`src/rtl/gf283_reduce_if.sv`:
```
// Handshake bundle for the GF(2^283) reduction stage: product in, residue out.
interface gf283_reduce_if;
  localparam int unsigned M  = 283;
  localparam int unsigned PW = 2 * M - 1;

  logic          in_valid;
  logic          in_ready;
  logic [PW-1:0] in_prod;
  logic          out_valid;
  logic          out_ready;
  logic [M-1:0]  out_res;
  logic          busy;

  modport master (
    output in_valid, in_prod, out_ready,
    input  in_ready, out_valid, out_res, busy
  );

  modport slave (
    input  in_valid, in_prod, out_ready,
    output in_ready, out_valid, out_res, busy
  );
endinterface

```
`src/rtl/gf283_reduce.sv`:
```
// Reduces a 565-bit carry-less product mod x^283 + x^12 + x^7 + x^5 + 1 in two folds.
// Define GF283_REDUCE_ONE_CYCLE_EN to perform both folds in a single FOLD1 cycle.
module gf283_reduce (
  input logic           clk,
  input logic           rst_n,
  gf283_reduce_if.slave bus
);
  localparam int unsigned M  = 283;
  localparam int unsigned K1 = 12;
  localparam int unsigned K2 = 7;
  localparam int unsigned K3 = 5;
  localparam int unsigned PW = 2 * M - 1;
  // First-fold result width: top product bit (PW-1-M) shifted up by K1.
  localparam int unsigned TW = PW - M + K1;

  typedef enum logic [1:0] {StIdle, StFold1, StFold2, StHold} state_e;

  function automatic logic [TW-1:0] fold1(input logic [PW-1:0] c);
    logic [TW-1:0] h;
    h = TW'(c[PW-1:M]);
    return TW'(c[M-1:0]) ^ h ^ (h << K3) ^ (h << K2) ^ (h << K1);
  endfunction

  // Overflow from the first fold is only 11 bits, so the shifted taps stay below bit 23.
  function automatic logic [M-1:0] fold2(input logic [TW-1:0] t);
    logic [M-1:0] h;
    h = M'(t[TW-1:M]);
    return t[M-1:0] ^ h ^ (h << K3) ^ (h << K2) ^ (h << K1);
  endfunction

  state_e        state_q, state_d;
  logic [PW-1:0] acc_q, acc_d;
  logic [M-1:0]  res_q, res_d;
`ifndef GF283_REDUCE_ONE_CYCLE_EN
  logic [TW-1:0] t_q, t_d;
`endif

  always_ff @(posedge clk or negedge rst_n) begin
    if (!rst_n) begin
      state_q <= StIdle;
      acc_q   <= '0;
      res_q   <= '0;
`ifndef GF283_REDUCE_ONE_CYCLE_EN
      t_q     <= '0;
`endif
    end else begin
      state_q <= state_d;
      acc_q   <= acc_d;
      res_q   <= res_d;
`ifndef GF283_REDUCE_ONE_CYCLE_EN
      t_q     <= t_d;
`endif
    end
  end

  always_comb begin
    state_d = state_q;
    acc_d   = acc_q;
    res_d   = res_q;
`ifndef GF283_REDUCE_ONE_CYCLE_EN
    t_d     = t_q;
`endif
    unique case (state_q)
      StIdle: begin
        if (bus.in_valid) begin
          acc_d   = bus.in_prod;
          state_d = StFold1;
        end
      end
      StFold1: begin
`ifdef GF283_REDUCE_ONE_CYCLE_EN
        res_d   = fold2(fold1(acc_q));
        state_d = StHold;
`else
        t_d     = fold1(acc_q);
        state_d = StFold2;
`endif
      end
      StFold2: begin
`ifdef GF283_REDUCE_ONE_CYCLE_EN
        state_d = StIdle;
`else
        res_d   = fold2(t_q);
        state_d = StHold;
`endif
      end
      StHold: begin
        if (bus.out_ready) begin
          state_d = StIdle;
        end
      end
      default: state_d = StIdle;
    endcase
  end

  assign bus.in_ready  = (state_q == StIdle);
  assign bus.out_valid = (state_q == StHold);
  assign bus.out_res   = res_q;
  assign bus.busy      = (state_q != StIdle);
endmodule

```
`src/flat_wrapper.sv`:
```
// flat-port wrapper written by rule: the top's interface ports become plain ports
module gf283_reduce_flat 
  (clk, rst_n, bus_in_valid, bus_in_prod, bus_out_ready, bus_in_ready, bus_out_valid, bus_out_res, bus_busy);
  gf283_reduce_if bus_i ();
  input logic clk;
  input logic rst_n;
  input wire logic [$bits(bus_i.in_valid)-1:0] bus_in_valid;
  input wire logic [$bits(bus_i.in_prod)-1:0] bus_in_prod;
  input wire logic [$bits(bus_i.out_ready)-1:0] bus_out_ready;
  output wire logic [$bits(bus_i.in_ready)-1:0] bus_in_ready;
  output wire logic [$bits(bus_i.out_valid)-1:0] bus_out_valid;
  output wire logic [$bits(bus_i.out_res)-1:0] bus_out_res;
  output wire logic [$bits(bus_i.busy)-1:0] bus_busy;
  assign bus_i.in_valid = bus_in_valid;
  assign bus_i.in_prod = bus_in_prod;
  assign bus_i.out_ready = bus_out_ready;
  assign bus_in_ready = bus_i.in_ready;
  assign bus_out_valid = bus_i.out_valid;
  assign bus_out_res = bus_i.out_res;
  assign bus_busy = bus_i.busy;
  gf283_reduce u_core (.clk(clk), .rst_n(rst_n), .bus(bus_i));
endmodule
```
`config.mk`:
```
export PLATFORM = sky130hd
export DESIGN_NAME = gf283_reduce_flat
export DESIGN_NICKNAME = d
export VERILOG_FILES = /design/src/rtl/gf283_reduce_if.sv /design/src/rtl/gf283_reduce.sv /design/src/flat_wrapper.sv
export SDC_FILE = /design/constraint.sdc
export NUM_CORES = 2
export LEC_CHECK = 0
export CAP_MARGIN = 10
export CORE_AREA = 2 2 335 337
export DETAILED_ROUTE_END_ITERATION = 6
export DIE_AREA = 0 0 337 339
export DONT_BUFFER_PORTS = 1
export GPL_ROUTABILITY_DRIVEN = 0
export PLACE_DENSITY = 0.7
export SLEW_MARGIN = 20
export SYNTH_ARGS = -nofsm -noshare
export SYNTH_HDL_FRONTEND = slang
export SYNTH_SLANG_ARGS = --single-unit
```
`constraint.sdc`:
```
create_clock -name clk -period 3.1 [get_ports clk]
set_input_delay 0.465 -clock clk [delete_from_list [all_inputs] [get_ports clk]]
set_output_delay 0.465 -clock clk [all_outputs]
set_load 0.005 [all_outputs]
```
==> summary.txt <==
H-tree Lvls: 3
CTS sink cnt: 1144
largest net degree at the start of global routing: 1145
first-pass GRT wire length: 203000 µm
Residual DRC: 0
clock buffer depth: 3
Internal Power: 57.9 mW
mapped cell area: 0.0520 mm²
Synth area leaders: dfrtp_1 55%, mux2_2 23%, xnor3_1 11%
CP arrival: 3.31 ns
sw frac: 33.9%
Final Setup Violations: 0
share of layout cells above drive strength 1: 34.1%
reg-to-reg endpoint: u_core.acc_q[238]
multi-input logic area: 0.0226 mm²
FF-to-FF setup slack: 0.85 ns
most frequent cell after synthesis: dfrtp_1
Critical Path End Type: async pin
outcome: finished, violations left
total global routing overflow: 0
reg2reg start: u_core.state_q[0]
Clk Latency, worst-skew pair: 0.71 ns
clk slew on worst S/H paths: 0.06 ns
Pleak: 28.7 nW
1st-iter DRT viols: 1533
Async SR Flop Fraction: 100%
area leader, netlist: dfrtp_1
FILL cells: 8175
Gate power share: 46.7%
fmax: 384 MHz
Synth cell types: 18
max cap viols: 0
I/O Pins: 855
Pwr Density: 1370 mW/mm²
sequential power share: 35.7%
Setup CP Type: input pin to async pin
Critical Path RT: 3.81 ns
initial antenna violation count: 17
standard-cell row count: 122
Sequential Area: 0.0286 mm²
unrepaired setup endpoints after global routing: no
vias per std cell: 5.21
CTS root buffer: clkbuf_16
vias in the first global route: 30900
worst-margin pin slew: 1.03 ns
max_slew headroom: 31.4%
Final Non-Filler Cells: 5413
syn_nets: 3764
clk_skew: 0.0277 ns
flip-flop and latch count after synthesis: 1144
Die Ht: 339 µm
DP HPWL: 94600 µm
hold buffers post-CTS: 567
post-route ant nets: 0
post-synthesis sequential area ratio: 55.0%
WL per Instance: 25.1 µm
CTS tree: yes
Layout area overhead: 23.2%
Starting Density: 47.1%
Psw: 29.6 mW
final-report hold violation count: 197
Die Wd: 337 µm
worst setup margin: 0.497 ns
Slew Viols, Final: 0
Setup WS pre-CTS: 0.855 ns
DR vias: 28200
Synth top cells by count: 1144 x dfrtp_1, 1042 x mux2_2, 276 x xnor2_1, 258 x xnor3_1, 110 x buf_2
Tcrit/Tclk final: 84.0%
setup TNS: 0 ns
top cell type's share of synthesized area: 55.0%
hold_ws: -0.550 ns
Worst Path Max Fanout: 198
violated checks: negative hold slack
TritonCTS Buffers: 118
routed wire length: 136000 µm
Final min period: 2.60 ns
die area: 0.114 mm²
Inst Count DP: 4594
CP Launch Type: input pin
drt pass-1 iters: 5
reg2reg path depth: 6
Synth Flop Type: dfrtp_1
# port buffers: 0
Tot GR Track Use: 23.6%
syn avg cell area: 16.3 µm²
cell count after synthesis: 3190
Hold Crit Class: input pin to async pin
fin nets: 4375
core area: 0.110 mm²
Post-synth EDFFs: 0
Core Util, Final: 58.1%
Max VDD drop: 0.000859 V
YS warnings: 0
Clock Power Share: 17.7%
post-cts sizing count: 0
[cell type report]
cell class,instances,area share (%)
flip-flops and latches,1144,44.7
multi-input cells,1846,35.2
repair buffers,622,10.1
clock buffers,170,5.49
well taps,1488,2.90
clock inverters,54,1.21
inverters,69,0.404
diodes,20,0.0781
[critical path: stages]
cell and delay, ns:
buf_16 0.59, buf_16 0.60, buf_16 0.59, buf_16 0.52
[worst max path at each step]
stage	startpoint	to	slack, ns	depth (start not counted)
2_1_floorplan	u_core.state_q[0]	u_core.acc_q[100]	1.36	6
3_3_place_gp	u_core.state_q[0]	u_core.acc_q[288]	0.86	6
3_5_place_dp	u_core.state_q[0]	u_core.acc_q[298]	0.86	6
4_1_cts	u_core.state_q[0]	u_core.acc_q[305]	0.85	6
5_1_grt	rst_n	u_core.acc_q[476]	0.09	4
6_report	rst_n	u_core.bus.out_res[242]	0.50	4
[kinds of logic (layout without fill, tap and decap cells)]
kind of cell | Yosys count | after routing | synth area share, %
AND/OR/NAND/NOR | 31 | 31 | 0.224
flip-flops | 1144 | 1144 | 55.0
adder cells (fa/ha/maj) | 5 | 5 | 0.120
multiplexers | 1115 | 1115 | 24.0
XOR/XNOR | 665 | 665 | 18.6
other | 0 | 20 | 0
AO/OA/AOI/OAI | 30 | 30 | 0.291
buffers and inverters | 200 | 915 | 1.71
[state kept, by name (all words and copies together), names as in the netlist]
register            flops
u_core.bus.out_res    283
u_core.state_q          2
u_core.acc_q          565
u_core.t_q            294
[cells in the final DEF, fill, tap and decap left out, types with 33 or more instances in the layout]
master and n:
clkbuf_8 33, xnor3_1 258, clkbuf_16 121, mux2i_1 66, dfrtp_1 1144, inv_1 69
xor2_1 101, dlygate4sd3_1 567, mux2_2 1042, xnor2_1 276
[timing repair]
item,CTS,global route
hold endpoints to repair,1710,197
endpoints found under the setup margin,0,196
buffers inserted,0,0
[metal layers]
| metal | GRT usage, % | part of all wire [%] | vias to the layer above |
|---|---|---|---|
| met5 | 0 | 0 | - |
| met4 | 10.6 | 4.7 | 0 |
| met3 | 6.29 | 7.2 | 279 |
| met2 | 39.2 | 49 | 900 |
| met1 | 28.8 | 39 | 14700 |
| li1 | - | - | 12300 |
[through the flow]
step                instance area, µm²  power, mW
floorplan                        52000       60.6
global placement                 53900       70.0
detailed placement               53900       71.0
CTS                              63800       87.5
global route                     64100       92.2
finish                           64100       87.5
[power by group through the flow]
stage	logic [mW]	clock network, mW	registers (mW)
6_report	40.9	15.5	31.2
5_1_grt	43.7	16.4	32.1
4_1_cts	40.7	15.8	31.1
3_5_place_dp	39.7	0	31.3
3_3_place_gp	39.0	0	31.1
2_1_floorplan	32.9	0	27.7
No activity file was read; power rests on OpenSTA's default activity.
